--- src/rtl/ov7670_dvp_pattern_tx_if.sv ---
// Camera-side DVP pixel bus: pixel clock, frame/line strobes, byte data and end-of-frame pulse.
interface ov7670_dvp_pattern_tx_if;
   logic       pclk;
   logic       vsync;
   logic       href;
   logic [7:0] data;
   logic       frame_done;

   modport master (output pclk, vsync, href, data, frame_done);
   modport slave  (input  pclk, vsync, href, data, frame_done);
endinterface

--- src/rtl/ov7670_dvp_pattern_tx.sv ---
// OV7670-style DVP transmitter: emits framed RGB444 test patterns (two bytes per pixel)
// so the capture path can be exercised without a sensor.
module ov7670_dvp_pattern_tx #(
   parameter int ACTIVE_COLUMNS = 640,
   parameter int ACTIVE_ROWS    = 480,
   parameter int VSYNC_LINES    = 3,
   parameter int VBP_LINES      = 17,
   parameter int VFP_LINES      = 10,
   parameter int HBLANK_BYTES   = 288,
   parameter int CLK_DIV        = 2
) (
   input  logic        clk_i,
   input  logic        reset_ni,
   input  logic        enable_i,
   input  logic [1:0]  pattern_sel_i,
   input  logic [11:0] solid_rgb_i,
   ov7670_dvp_pattern_tx_if.master dvp
);
   // state    | meaning
   // S_IDLE   | no frame; pclk free-runs, strobes and data low
   // S_VSYNC  | vsync high for whole lines
   // S_VBP    | blank lines before the first active row
   // S_ACTIVE | pixel rows; href high over the pixel bytes of each line
   // S_VFP    | blank lines after the last row; frame_done on the final cycle

   localparam int ACTIVE_BYTES = 2 * ACTIVE_COLUMNS;
   localparam int LINE_BYTES   = ACTIVE_BYTES + HBLANK_BYTES;
   localparam int MAX_AB       = (ACTIVE_ROWS > VSYNC_LINES) ? ACTIVE_ROWS : VSYNC_LINES;
   localparam int MAX_CD       = (VBP_LINES > VFP_LINES) ? VBP_LINES : VFP_LINES;
   localparam int MAX_LINES    = (MAX_AB > MAX_CD) ? MAX_AB : MAX_CD;
   localparam int BAR_PIX      = ACTIVE_COLUMNS / 8;
   localparam int DIV_W        = $clog2(CLK_DIV);
   localparam int BYTE_W       = $clog2(LINE_BYTES);
   localparam int LINE_W       = (MAX_LINES > 1) ? $clog2(MAX_LINES) : 1;
   localparam int BAR_W        = (BAR_PIX > 1) ? $clog2(BAR_PIX) : 1;

   typedef enum logic [2:0] {
      S_IDLE,
      S_VSYNC,
      S_VBP,
      S_ACTIVE,
      S_VFP
   } state_t;

   state_t state, state_next;

   logic [DIV_W-1:0]  div_cnt;
   logic [BYTE_W-1:0] byte_cnt;
   logic [LINE_W-1:0] line_cnt;
   logic [LINE_W-1:0] state_last;
   logic [BAR_W-1:0]  bar_pix;
   logic [2:0]        bar_idx;
   logic [1:0]        pat_sel_q;
   logic [11:0]       solid_q;

   logic period_end, line_end, state_end, start_frame, enter_vsync, in_pixels;
   logic [4:0] pix_x, pix_y;
   logic [3:0] pix_r, pix_g, pix_b;

   assign period_end  = (div_cnt == DIV_W'(CLK_DIV - 1));
   assign line_end    = period_end && (byte_cnt == BYTE_W'(LINE_BYTES - 1));
   assign state_end   = line_end && (line_cnt == state_last);
   assign start_frame = (state == S_IDLE) && enable_i;
   assign enter_vsync = (state_next == S_VSYNC) && (state != S_VSYNC);
   assign in_pixels   = (state == S_ACTIVE) && (byte_cnt < BYTE_W'(ACTIVE_BYTES));

   always_comb begin
      state_last = '0;
      case (state)
         S_VSYNC:  state_last = LINE_W'(VSYNC_LINES - 1);
         S_VBP:    state_last = LINE_W'(VBP_LINES - 1);
         S_ACTIVE: state_last = LINE_W'(ACTIVE_ROWS - 1);
         S_VFP:    state_last = LINE_W'(VFP_LINES - 1);
         default:  state_last = '0;
      endcase
   end

   always_ff @(posedge clk_i) begin
      if (!reset_ni) state <= S_IDLE;
      else           state <= state_next;
   end

   always_comb begin
      state_next     = state;
      dvp.pclk       = (div_cnt >= DIV_W'(CLK_DIV / 2));
      dvp.vsync      = 1'b0;
      dvp.href       = 1'b0;
      dvp.data       = 8'h00;
      dvp.frame_done = 1'b0;
      case (state)
         S_IDLE:   if (enable_i) state_next = S_VSYNC;
         S_VSYNC: begin
            dvp.vsync = 1'b1;
            if (state_end) state_next = S_VBP;
         end
         S_VBP:    if (state_end) state_next = S_ACTIVE;
         S_ACTIVE: begin
            dvp.href = in_pixels;
            if (in_pixels) dvp.data = byte_cnt[0] ? {pix_g, pix_b} : {4'h0, pix_r};
            if (state_end) state_next = S_VFP;
         end
         S_VFP: begin
            dvp.frame_done = state_end;
            if (state_end) state_next = enable_i ? S_VSYNC : S_IDLE;
         end
         default:  state_next = S_IDLE;
      endcase
   end

   // Bar colours fall out of the bar index bits: R=~idx[1], G=~idx[2], B=~idx[0].
   always_comb begin
      pix_x = 5'(byte_cnt >> 1);
      pix_y = 5'(line_cnt);
      pix_r = 4'h0;
      pix_g = 4'h0;
      pix_b = 4'h0;
      case (pat_sel_q)
         2'd0: begin
            pix_r = {4{~bar_idx[1]}};
            pix_g = {4{~bar_idx[2]}};
            pix_b = {4{~bar_idx[0]}};
         end
         2'd1: begin
            pix_r = pix_x[3:0];
            pix_g = pix_y[3:0];
            pix_b = pix_x[3:0] ^ pix_y[3:0];
         end
         2'd2:    {pix_r, pix_g, pix_b} = (pix_x[4] ^ pix_y[4]) ? 12'hFFF : 12'h000;
         default: {pix_r, pix_g, pix_b} = solid_q;
      endcase
   end

   always_ff @(posedge clk_i) begin
      if (!reset_ni) begin
         div_cnt   <= '0;
         byte_cnt  <= '0;
         line_cnt  <= '0;
         bar_pix   <= '0;
         bar_idx   <= '0;
         pat_sel_q <= 2'd0;
         solid_q   <= 12'h000;
      end else begin
         // Frame start realigns the byte period so the first VSYNC byte is a full period.
         div_cnt <= (start_frame || period_end) ? '0 : div_cnt + 1'b1;

         if (state == S_IDLE) begin
            byte_cnt <= '0;
            line_cnt <= '0;
         end else if (period_end) begin
            byte_cnt <= line_end ? '0 : byte_cnt + 1'b1;
            if (line_end) line_cnt <= state_end ? '0 : line_cnt + 1'b1;
         end

         if (line_end || state != S_ACTIVE) begin
            bar_pix <= '0;
            bar_idx <= '0;
         end else if (in_pixels && period_end && byte_cnt[0]) begin
            if (bar_pix == BAR_W'(BAR_PIX - 1)) begin
               bar_pix <= '0;
               bar_idx <= bar_idx + 1'b1;
            end else begin
               bar_pix <= bar_pix + 1'b1;
            end
         end

         if (enter_vsync) begin
            pat_sel_q <= pattern_sel_i;
            solid_q   <= solid_rgb_i;
         end
      end
   end
endmodule
--- src/flat_wrapper.sv ---
// flat-port wrapper written by rule: the top's interface ports become plain ports
module ov7670_dvp_pattern_tx_flat 
#(
   parameter int ACTIVE_COLUMNS = 640,
   parameter int ACTIVE_ROWS    = 480,
   parameter int VSYNC_LINES    = 3,
   parameter int VBP_LINES      = 17,
   parameter int VFP_LINES      = 10,
   parameter int HBLANK_BYTES   = 288,
   parameter int CLK_DIV        = 2
)
  (clk_i, reset_ni, enable_i, pattern_sel_i, solid_rgb_i, dvp_pclk, dvp_vsync, dvp_href, dvp_data, dvp_frame_done);
  ov7670_dvp_pattern_tx_if dvp_i ();
  input  logic clk_i;
  input  logic reset_ni;
  input  logic enable_i;
  input  logic [1:0] pattern_sel_i;
  input  logic [11:0] solid_rgb_i;
  output wire logic [$bits(dvp_i.pclk)-1:0] dvp_pclk;
  output wire logic [$bits(dvp_i.vsync)-1:0] dvp_vsync;
  output wire logic [$bits(dvp_i.href)-1:0] dvp_href;
  output wire logic [$bits(dvp_i.data)-1:0] dvp_data;
  output wire logic [$bits(dvp_i.frame_done)-1:0] dvp_frame_done;
  assign dvp_pclk = dvp_i.pclk;
  assign dvp_vsync = dvp_i.vsync;
  assign dvp_href = dvp_i.href;
  assign dvp_data = dvp_i.data;
  assign dvp_frame_done = dvp_i.frame_done;
  ov7670_dvp_pattern_tx #(.ACTIVE_COLUMNS(ACTIVE_COLUMNS), .ACTIVE_ROWS(ACTIVE_ROWS), .VSYNC_LINES(VSYNC_LINES), .VBP_LINES(VBP_LINES), .VFP_LINES(VFP_LINES), .HBLANK_BYTES(HBLANK_BYTES), .CLK_DIV(CLK_DIV)) u_core (.clk_i(clk_i), .reset_ni(reset_ni), .enable_i(enable_i), .pattern_sel_i(pattern_sel_i), .solid_rgb_i(solid_rgb_i), .dvp(dvp_i));
endmodule
--- config.mk ---
export PLATFORM = sky130hd
export DESIGN_NAME = ov7670_dvp_pattern_tx_flat
export DESIGN_NICKNAME = d
export VERILOG_FILES = /design/src/rtl/ov7670_dvp_pattern_tx_if.sv /design/src/rtl/ov7670_dvp_pattern_tx.sv /design/src/flat_wrapper.sv
export SDC_FILE = /design/constraint.sdc
export NUM_CORES = 1
export LEC_CHECK = 0
export ABC_AREA = 1
export CORE_MARGIN = 4
export CORE_UTILIZATION = 45
export CTS_CLUSTER_DIAMETER = 120
export CTS_CLUSTER_SIZE = 24
export DETAILED_ROUTE_END_ITERATION = 8
export PLACE_DENSITY = 0.72
export SETUP_SLACK_MARGIN = 0.5
export SLEW_MARGIN = 10
export SYNTH_ARGS = -nofsm -noshare
export SYNTH_HDL_FRONTEND = slang
export SYNTH_SLANG_ARGS = --single-unit
--- constraint.sdc ---
create_clock -name clk_i -period 1.9 [get_ports clk_i]
set_input_delay 0.285 -clock clk_i [delete_from_list [all_inputs] [get_ports clk_i]]
set_output_delay 0.285 -clock clk_i [all_outputs]
set_load 0.01 [all_outputs]
==> impl_metrics.yaml, run 1 <==
run_status:
  status: "complete, but fails checks"
  violations: "negative setup slack"
timing:
  fin_crit_sh_pct: 119
  holdWs_ns: 0.505
  setup_slack_ns: -0.354
  slew_viol_final: 0
  setup_tns_ns: -6.07
  slew_headroom_pct: 62.4
  hold_violations: 0
  tightest_slew_ns: 0.563
  setup_viol: 30
  max_freq_ghz: 0.444
  fin_crit_ns: 2.25
  clock-skew-final_ns: 0.0126
  grt_setup_unrepaired: "true"
cts:
  clockRootBuffer: "clkbuf_8"
  cts_hold_buf: 0
  h-tree-depth: 2
  numCtsBuffers: 5
  cts_buffer_depth: 2
  clk_latency_ns: 0.32
  clock-sinks: 48
  clk_pin_slew_ns: 0.10
  cts_tree: "yes"
yosys:
  netlist_top_cells_area: "dfxtp_1, nand2_1, inv_1"
  synth_nets: 455
  synth_largest_area_cell: "dfxtp_1"
  yosys.area_share.adder_pct: 1.75
  synth_compound_area_share_pct: 12.9
  ys_ff_latch: 48
  synth_mux_area_share_pct: 0
  synth_edf_count: 0
  syn_avg_cell_area_um2: 6.59
  synthArstFlopShare_pct: 0
  synth_xor_xnor_area_share_pct: 0.919
  synth_top_family_by_area: "simple AND/OR/NAND/NOR gates"
  yosys.area_share.simple_pct: 36.9
  syn_inst: 434
  synthesis.area_um2: 2860
  seq_area_frac_synth_pct: 33.6
  ys.flop_type: "dfxtp_1"
  synth_top_area_share_pct: 33.6
  synthDistinctLibCells: 37
  ys_warn_count: 0
worst_setup_path:
  crit_arrival_ns: 1.97
  crit_fanout: 4
  worstPathRequired_ns: 1.62
  path_class: "flip-flop to output pin"
  critPathLaunchType: "flip-flop"
  crit_path_end_kind: "output pin"
finish:
  syn2layout_area_growth_pct: 76.4
  fin_area_um2: 5040
  layout_common_cells: "buf_4, inv_1, nand2_1, buf_6, dfxtp_1"
  fin_cells: 647
  mostFrequentLayoutCell: "buf_4"
  antenna_cells: 0
  final_nets: 592
  layout-drive-gt1-share_pct: 52.4
  final_core_util_pct: 83.7
power:
  ir_worst_vdd_uv: 507
  pwr_density_cell_nw_per_um2: 496
  p_total_mw: 2.50
  cellLeakagePower_nw: 2.24
floorplanning:
  rows: 28
  start_util_pct: 47.4
  die_x_um: 87.7
  io_pins: 29
  coreArea_um2: 6030
  fp.dieArea_um2: 7690
  die_h_um: 87.7
global_routing:
  globalRouteOverflowTotal: 0
  grt_pass1_vias: 3487
  grt_usage_pct: 27.3
  grt_max_degree: 17
  antenna_found_initial: 0
  grt_pass1_wl_um: 16400
detailed_routing:
  dr_total_vias: 3946
  dr.pass1.iters: 6
  drtIter0Drc: 468
  wl_per_cell_um: 20.6
  drt_wl_total_um: 13300
  vias_per_cell: 6.10
  drtAntennaViolNets: 0
  drc: 0
place:
  portBuffers: 28
  routabilityCongestion: 0.878
  hpwlAfterDp_um: 5950
  place_area_um2: 3800
  placed_cells: 585
  pre_cts_ws_ns: -0.158
min_path:
  hp-class: "flip-flop to flip-flop"
job:
  maxCapViolations: 0
==> Yosys cell counts (2+ instances only) <==
cell type and instances:
nand2_2 3, o21ai_0 19, a31oi_1 5, nand4_1 17, buf_4 3, xor2_1 2
a21oi_1 23, nand2_1 90, nor2_2 3, inv_2 3, nor2_1 56, clkbuf_1 5
nor3_1 11, a221oi_1 4, ha_1 4, inv_1 83, nor2_4 5, nand3_2 4
dfxtp_1 48, nand3_4 3, nor3b_1 7, buf_6 2, a2111oi_0 2, nand3_1 15
a22oi_1 4, nor4_1 2
==> what timing repair did <==
action	CTS	global route
gates resized for setup	196	69
setup buffers	29	23
gates cloned	2	0
endpoints found under the setup margin	55	58
pin swaps	52	47
==> routing by layer <==
metal | wire, um | vias up | track usage, % | part of all wire [%]
li1 | - | 1675 | - | -
met1 | 4620 | 1811 | 31.8 | 35
met2 | 6290 | 329 | 47.8 | 47
met3 | 1120 | 131 | 4.52 | 8.4
met4 | 1270 | 0 | 13.9 | 9.6
met5 | 0 | - | 0 | 0
==> where the power goes <==
group | internal [mW] | leakage, nW | switching [mW]
Combinational | 0.263 | 1.78 | 0.351
Clock | 0.413 | 0.0627 | 0.396
Sequential | 1.04 | 0.402 | 0.0420
==> final timing paths <==
path	from	end	slack, ns	depth (start not counted)
max	u_core.line_cnt[4]	dvp_data[0]	-0.35	6
min	u_core.bar_pix[1]	u_core.bar_pix[1]	0.50	2
max reg2reg	u_core.state[0]	u_core.pat_sel_q[0]	-0.29	16
min reg2reg	u_core.bar_pix[1]	u_core.bar_pix[1]	0.50	2
==> flip-flops by register name, indices dropped and copies added, names as in the netlist <==
register and flops:
u_core.bar_idx 3, u_core.bar_pix 7, u_core.byte_cnt 11, u_core.div_cnt 1, u_core.line_cnt 9, u_core.pat_sel_q 2, u_core.solid_q 12, u_core.state 3
==> critical path: stages, from the launching register on <==
cell      delay [ns]
dfxtp_1         0.39
a21oi_1         0.25
o211ai_1        0.21
nand2_1         0.21
nor2_1          0.12
a221oi_2        0.28
buf_2           0.18
==> area by class of cell <==
| class | count | area [um2] |
|---|---|---|
| Fill cell | 310 | 983 |
| Inverter | 87 | 347 |
| Multi-Input combinational cell | 289 | 2210 |
| Sequential cell | 48 | 1010 |
| Tap cell | 75 | 93.8 |
| Timing Repair Buffer | 140 | 1260 |
| Clock buffer | 8 | 121 |
==> kinds of logic after synthesis <==
| kind of cell | after synthesis |
|---|---|
| AO/OA/AOI/OAI | 63 |
| XOR/XNOR | 3 |
| adder cells (fa/ha/maj) | 4 |
| buffers and inverters | 98 |
| flip-flops | 48 |
| AND/OR/NAND/NOR | 218 |
(Power assumes the default switching activity.)
==> run 2: changes to the inputs <==
- MAX_ROUTING_LAYER: default -> met4
- PLACE_DENSITY: 0.72 -> 0.7
- clock period: 1.9 -> 2.3 ns (I/O delays scaled with it)
==> impl_metrics.yaml, run 2 (synthesized netlist as in run 1, its figures left out) <==
cts:
  numCtsBuffers: 5
  clk_latency_ns: 0.31
  clockRootBuffer: "clkbuf_8"
  h-tree-depth: 2
  clk_pin_slew_ns: 0.09
  cts_buffer_depth: 2
  cts_tree: "yes"
  clock-sinks: 48
timing:
  grt_setup_unrepaired: "true"
  slew_headroom_pct: 63.4
  clock-skew-final_ns: 0.00491
  setup_viol: 0
  max_freq_ghz: 0.482
  tightest_slew_ns: 0.548
  fin_crit_sh_pct: 90.2
  slew_viol_final: 0
  fin_crit_ns: 2.07
  hold_violations: 0
  setup_tns_ns: 0
  setup_slack_ns: 0.226
power:
  p_int_mw: 1.35
  pwr_density_cell_nw_per_um2: 437
  cellLeakagePower_nw: 1.90
  ir_worst_vdd_uv: 314
  pwr-share-comb_pct: 19.7
  swShare_pct: 28.5
  pwr-share-clk_pct: 33.1
  p_switching_mw: 0.536
  power.share.sequential_pct: 47.2
floorplanning:
  fp.dieArea_um2: 7690
  rows: 28
  coreArea_um2: 6030
  die_h_um: 87.7
  start_util_pct: 47.4
  io_pins: 29
  die_x_um: 87.7
worst_setup_path:
  ff2ff_setup_slack_ns: 0.23
  crit_fanout: 9
  critPathLaunchType: "flip-flop"
  crit_path_end_kind: "flip-flop"
  r2r_end: "u_core.pat_sel_q[1]"
  crit_path_end: "u_core.pat_sel_q[1]"
  cp-startpoint: "u_core.state[2]"
  path_class: "flip-flop to flip-flop"
  crit_arrival_ns: 2.32
  worstPathRequired_ns: 2.55
  r2r_start: "u_core.state[2]"
  r2r.worst_path.cells: 14
place:
  hpwlAfterDp_um: 5290
  place_area_um2: 3380
  routabilityCongestion: 0.869
  pre_cts_ws_ns: 0.0753
  placed_cells: 548
  portBuffers: 28
global_routing:
  grt_usage_pct: 23.5
  grt_max_degree: 17
  globalRouteOverflowTotal: 0
  antenna_found_initial: 0
  grt_pass1_wl_um: 14000
  grt_pass1_vias: 3037
detailed_routing:
  dr_total_vias: 3126
  drt_wl_total_um: 8570
  drtAntennaViolNets: 0
  drtIter0Drc: 167
  drc: 0
  wl_per_cell_um: 14.3
  dr.pass1.iters: 4
  vias_per_cell: 5.23
job:
  maxCapViolations: 0
finish:
  multiInputGateArea_um2: 1960
  fin_area_um2: 4300
  syn2layout_area_growth_pct: 50.5
  mostFrequentLayoutCell: "inv_1"
  final_nets: 543
  layout_common_cells: "inv_1, nand2_1, buf_4, nor2_1, dfxtp_1"
  fillers: 482
  fin_cells: 598
  regArea_um2: 996
  top_register: "u_core.solid_q"
  antenna_cells: 0
  layout-drive-gt1-share_pct: 39.0
  reg_top3: "u_core.solid_q x12, u_core.byte_cnt x11, u_core.line_cnt x9"
  largest_register_ffs: 12
run_status:
  status: "finished clean"
min_path:
  hp-class: "flip-flop to flip-flop"
  min_delay_path_depth: 2
-- run 2: cell types whose count changed in the layout (fill, tap and decap cells not counted), sizes merged --
cell,before,now
clkinv,0,1
bufinv,0,1
nand3,23,24
buf,123,71
dlygate4sd2,0,1
clkbuf,9,7
clkdlybuf4s50,16,17
-- run 2: routing by layer --
| layer | vias to the layer above | share of wire, % | GRT usage [%] |
|---|---|---|---|
| li1 | 1577 | - | - |
| met1 | 1445 | 44 | 28.3 |
| met2 | 82 | 50 | 39.4 |
| met3 | 22 | 3.8 | 3.76 |
| met4 | 0 | 2.6 | 8.51 |
| met5 | - | 0 | - |
-- run 2: worst min-delay path by stage --
stage	from	to	slack (ns)
5_1_grt	u_core.bar_pix[1]	u_core.bar_pix[1]	0.53
2_1_floorplan	u_core.bar_idx[1]	u_core.bar_idx[1]	0.45
4_1_cts	u_core.bar_pix[1]	u_core.bar_pix[1]	0.49
6_report	u_core.bar_pix[1]	u_core.bar_pix[1]	0.49
3_3_place_gp	u_core.bar_idx[2]	u_core.bar_idx[2]	0.46
3_5_place_dp	u_core.bar_pix[1]	u_core.bar_pix[1]	0.48
-- run 2: final cells by class --
cell class / count / area share, %
Tap cell: 75 / 2.18
Clock inverter: 2 / 0.814
Multi-Input combinational cell: 290 / 45.6
Sequential cell: 48 / 23.1
Timing Repair Buffer: 90 / 18.9
Inverter: 87 / 7.76
Clock buffer: 6 / 1.69
-- run 2: power groups by stage --
stage	Clock, mW	Combinational (mW)	Sequential [mW]
after floorplan	0	0.190	0.897
after global placement	0	0.262	0.902
after detailed placement	0	0.262	0.904
after CTS	0.628	0.333	0.888
after global routing	0.668	0.410	0.893
final	0.623	0.370	0.888
-- run 2: critical path: stages, from the launching register on --
cell	delay (ns)
dfxtp_4	0.37
inv_4	0.04
buf_6	0.14
nand3_1	0.12
nand2_1	0.07
nor2_1	0.16
nand2_2	0.10
nor2_4	0.12
nand4_1	0.16
nand3_4	0.21
buf_6	0.13
nand3_4	0.13
nand2_2	0.13
inv_2	0.04
nor2_2	0.09
-- run 2: what timing repair did --
action                                  4_1_cts  5_1_grt
setup buffers                                30        9
gates resized for setup                     139       70
pin swaps                                    49       38
endpoints found under the setup margin       43       48
gates cloned                                  3        0
hold buffers                                  0        0
-- run 2: through the flow --
step	util, %	hold WS, ns	power [mW]
after CTS	66.7	0.493	1.85
final	71.4	0.490	1.88
after floorplan	-	0.448	1.09
after global routing	71.4	0.530	1.97
after global placement	56.1	0.461	1.16
after detailed placement	56.1	0.480	1.17
==> run 3: changes to the inputs <==
- SETUP_SLACK_MARGIN: 0.5 -> default
==> impl_metrics.yaml, run 3 (synthesized netlist as in run 1, its figures left out) <==
run_status:
  status: "finished clean"
detailed_routing:
  drc: 0
  vias_per_cell: 5.12
  drt_wl_total_um: 6780
  drtAntennaViolNets: 0
  wl_per_cell_um: 12.1
  dr_total_vias: 2875
  dr.pass1.iters: 5
  drtIter0Drc: 160
worst_setup_path:
  cp-startpoint: "u_core.pat_sel_q[0]"
  path_class: "flip-flop to output pin"
  critPathTopFamily: "buffers and inverters"
  critPathLaunchType: "flip-flop"
  crit_arrival_ns: 1.83
  cp_cell_sequence: "inv_1, nor2_1, buf_4, nand2_1, o21ai_0, nand2_1, a221oi_2, clkdlybuf4s15_1"
  crit_path_max_incr_delay_ns: 0.36
  crit_fanout: 8
  cp_num_buf_inv: 3
  worstPathRequired_ns: 1.96
  r2r_start: "u_core.byte_cnt[1]"
  crit_path_end_kind: "output pin"
  slowest_stage: "dfxtp_2"
  r2r.worst_path.cells: 14
  crit_top_cell: "nand2_1"
  crit_cells: 8
finish:
  fin_cells: 561
  antenna_cells: 0
  largest_register_ffs: 12
  top_register: "u_core.solid_q"
  final_core_util_pct: 58.7
  layout-drive-gt1-share_pct: 15.2
  fillers: 568
  multiInputGateArea_um2: 1560
  regArea_um2: 968
  mostFrequentLayoutCell: "nand2_1"
  reg_top3: "u_core.solid_q x12, u_core.byte_cnt x11, u_core.line_cnt x9"
  layout_common_cells: "nand2_1, inv_1, nor2_1, dfxtp_1, buf_4"
  final_nets: 506
  syn2layout_area_growth_pct: 23.8
timing:
  fin_crit_ns: 2.17
  slew_headroom_pct: 63.6
  clock-skew-final_ns: 0.00662
  slew_viol_final: 0
  fin_crit_sh_pct: 94.5
  max_freq_ghz: 0.460
  setup_viol: 0
  hold_violations: 0
  tightest_slew_ns: 0.546
floorplanning:
  start_util_pct: 47.4
  rows: 28
  fp.dieArea_um2: 7690
  coreArea_um2: 6030
  die_x_um: 87.7
  die_h_um: 87.7
  io_pins: 29
global_routing:
  globalRouteOverflowTotal: 0
  grt_max_degree: 17
  grt_pass1_vias: 2631
  grt_pass1_wl_um: 11500
  antenna_found_initial: 0
  grt_usage_pct: 19.1
power:
  cellLeakagePower_nw: 1.58
  p_total_mw: 1.83
  ir_worst_vdd_uv: 319
  pwr_density_cell_nw_per_um2: 518
cts:
  cts_hold_buf: 0
  h-tree-depth: 2
  clk_latency_ns: 0.31
  clock-sinks: 48
  cts_tree: "yes"
  cts_buffer_depth: 2
  clk_pin_slew_ns: 0.10
  clockRootBuffer: "clkbuf_8"
  numCtsBuffers: 5
min_path:
  hold_path.startpoint: "u_core.bar_pix[1]"
  min_delay_path_depth: 2
  hp-class: "flip-flop to flip-flop"
place:
  placed_cells: 546
  hpwlAfterDp_um: 5140
  routabilityCongestion: 0.932
  portBuffers: 28
job:
  maxCapViolations: 0
run 3: cell count changes in the layout (fill, tap and decap cells not counted), moves of 7 or more:
cell	before	now
nor2_1	37	53
o21ai_1	10	0
inv_1	74	83
nand2_2	28	3
inv_2	10	3
o21ai_0	5	19
nor2_4	19	6
buf_2	8	0
buf_6	22	0
buf_4	39	25
dfxtp_2	10	3
dfxtp_1	32	44
nand2_1	64	90
run 3: worst min-delay path, delay by kind of cell, from the launching register on:
kind | cells | cell delay (ns)
AO/OA/AOI/OAI | 1 | 0.06
buffers and inverters | 1 | 0.07
flip-flops | 1 | 0.32
run 3: path summary, 6_finish.rpt:
path	endpoint	slack [ns]
setup / recovery	dvp_data[2]	0.13
hold / removal	u_core.bar_pix[1]	0.48
setup reg to reg	u_core.solid_q[2]	0.18
hold reg to reg	u_core.bar_pix[1]	0.48
run 3: stage by stage:
step | cell area [um2] | setup TNS, ns | setup slack [ns] | hold WS (ns)
final | 3540 | 0 | 0.127 | 0.483
after global routing | 3540 | -0.0946 | -0.0476 | 0.499
after CTS | 3430 | 0 | 0.00480 | 0.483
after detailed placement | 3310 | 0 | 0.0654 | 0.470
after global placement | 3310 | 0 | 0.0826 | 0.463
after floorplan | 2860 | 0 | 0.394 | 0.448
run 3: routing by layer:
metal	vias up	track usage, %	wire length [um]
met2	75	31.0	3160
met1	1286	23.5	3120
met3	15	3.57	299
met5	-	-	0
met4	0	7.11	204
li1	1499	-	-
run 3: power by group:
part	internal (mW)	switching [mW]	total, mW
registers	0.863	0.0210	0.884
logic	0.125	0.164	0.289
clock network	0.356	0.304	0.660
run 3: cell type report:
class	count	area share [%]
clock buffers	6	2.33
flip-flops and latches	48	27.4
inverters	87	9.30
well taps	75	2.65
multi-input cells	289	44.1
repair buffers	54	13.2
clock inverters	2	1.10
run 3: repair_timing:
action / 4_1_cts / 5_1_grt
setup endpoints to repair: 9 / 25
buffers inserted: 0 / 6
resized for setup: 11 / 27
pin swaps: 0 / 6
gates cloned: 0 / 1
==> patch, RTL diff (flow settings as in run 2) <==
`VBP_LINES` is set to 17 in 2 places; all go to 34.
--- a/src/rtl/ov7670_dvp_pattern_tx.sv
+++ b/src/rtl/ov7670_dvp_pattern_tx.sv
@@ -4,7 +4,7 @@
    parameter int ACTIVE_COLUMNS = 640,
    parameter int ACTIVE_ROWS    = 480,
    parameter int VSYNC_LINES    = 3,
-   parameter int VBP_LINES      = 17,
+   parameter int VBP_LINES      = 34,
    parameter int VFP_LINES      = 10,
    parameter int HBLANK_BYTES   = 288,
    parameter int CLK_DIV        = 2
--- a/src/flat_wrapper.sv
+++ b/src/flat_wrapper.sv
@@ -4,7 +4,7 @@
    parameter int ACTIVE_COLUMNS = 640,
    parameter int ACTIVE_ROWS    = 480,
    parameter int VSYNC_LINES    = 3,
-   parameter int VBP_LINES      = 17,
+   parameter int VBP_LINES      = 34,
    parameter int VFP_LINES      = 10,
    parameter int HBLANK_BYTES   = 288,
    parameter int CLK_DIV        = 2
Check against the original RTL: no difference found for any inputs over 10 cycles, from zero or initial values and one cycle with reset_ni low; that may be too few to reach the edited logic, so the function may still have changed.
==> patch against run 2 <==
  * The flow now finishes with violations (negative setup slack)
  * Area after synthesis up 0.48%
  * Critical path type unchanged
  * Critical endpoint is now u_core.solid_q[3]
  * Count of clock-buffer cells in the layout unchanged
  * Final area up 4.4%
  * Sequential power up 0.6%
  * Total power up 3.9%
  * Setup slack worse by 0.29 ns
  * Clock power up 6.3%
  * Routed wire length up 11%
  * Clock skew up 0.0046 ns
  * Hold slack about the same
  * Sequential cell count unchanged
==> patch: results (changes against run 2) <==
Worst setup path
  • Crit Path Max Fanout: 7 (-2)
  • FF-to-FF Start: u_core.byte_cnt[0]
  • Crit path to: u_core.solid_q[3]
  • Critical-path top delay cell: dfxtp_2

Status
  • Failing checks: negative setup slack
  • Status: finished with violations

Routing
  • Total number of vias: 3346 (+7.0%)
  • DR WL/cell: 15.5 µm (+7.9%)
  • Drt initial violations: 306 (+83%)
  • First drt pass iteration count: 5 (+1)

Placement
  • Pre-CTS WS: 0.0476 ns (-0.0276 ns)
  • GPL Wtd Cong: 0.902 (+3.9%)
  • Placed wire-length estimate: 5230 µm (-1.1%)
  • Cells after DPL: 552 (+0.73%)

Cells and area
  • Clock-cell share: 2.70% (+0.20 points)
  • Multi-In Gates: 297 (+2.4%)
  • Plain + repair buffers: 100 (+11%)
  • Fillcell total: 423 (-12%)

Timing
  • Finish-stage setup viols: 14 (+14)
  • Final worst setup slack: -0.0599 ns (-0.286 ns)
  • Fin Clk Skew: 0.00953 ns (+0.00462 ns)

Global route
  • M1 GR Usage: 27.5% (-0.81 points)
  • GR Util met2: 37.7% (-1.6 points)
  • Vias in the first global route: 2986 (-1.7%)

Power
  • Peak VDD IR: 320 µV (+1.8%)
  • Switching pwr: 0.558 mW (+4.0%)

Synthesis
  • Post-synthesis net count: 463 (+1.8%)
  • Post-synthesis cell count: 442 (+1.8%)
  • Synth top cells by count: nand2_1, inv_1, nor2_1
## patch: changes by cell type in the layout (fill, tap and decap cells not counted), sizes merged, moves of 3 or more
cell / delta
a211oi: +3
buf: +11
nand2: +6
nand3: +3
nor3b: -5
xor2: +3
## patch: timing repair
| item | CTS | global route |
|---|---|---|
| setup endpoints to repair | 38 | 48 |
| gates resized for setup | 106 | 122 |
| hold buffers | 0 | 0 |
| pin swaps | 25 | 47 |
| gates cloned | 2 | 0 |
| setup buffers | 32 | 23 |
## patch: stage by stage
step	instance area (µm²)	util (%)	TNS (ns)
after floorplan	2910	-	0
after global placement	3340	55.1	0
after detailed placement	3340	55.1	0
after CTS	3930	64.8	0
after global routing	4490	74.1	-2.41
final	4490	74.1	-0.465
## patch: power groups by stage
stage	clock network, mW	logic (mW)	registers, mW
3_5_place_dp	0	0.258	0.908
4_1_cts	0.667	0.334	0.890
6_report	0.662	0.399	0.893
3_3_place_gp	0	0.257	0.906
2_1_floorplan	0	0.188	0.901
5_1_grt	0.714	0.438	0.897
## patch: kinds of logic after synthesis
logic type	synth area share [%]
adders and majority gates	1.74
xor gates and xnor gates	1.52
buffers and inverters	13.9
DFF	33.4
AOI/OAI and AO/OA	12.8
and+or+nand+nor	36.5
## patch: worst min-delay path by stage
stage / endpoint / slack [ns] / cells past startpoint
after floorplan: u_core.bar_idx[1] / 0.45 / 2
after global placement: u_core.bar_pix[1] / 0.47 / 2
after detailed placement: u_core.bar_pix[1] / 0.48 / 2
after CTS: u_core.bar_pix[1] / 0.49 / 2
after global routing: u_core.byte_cnt[8] / 0.52 / 2
final: u_core.bar_pix[1] / 0.49 / 2
## patch: routing by layer
metal / share of wire, % / up-vias
li1: - / 1628
met1: 39 / 1543
met2: 51 / 130
met3: 5.9 / 45
met4: 3.7 / 0
met5: 0 / -
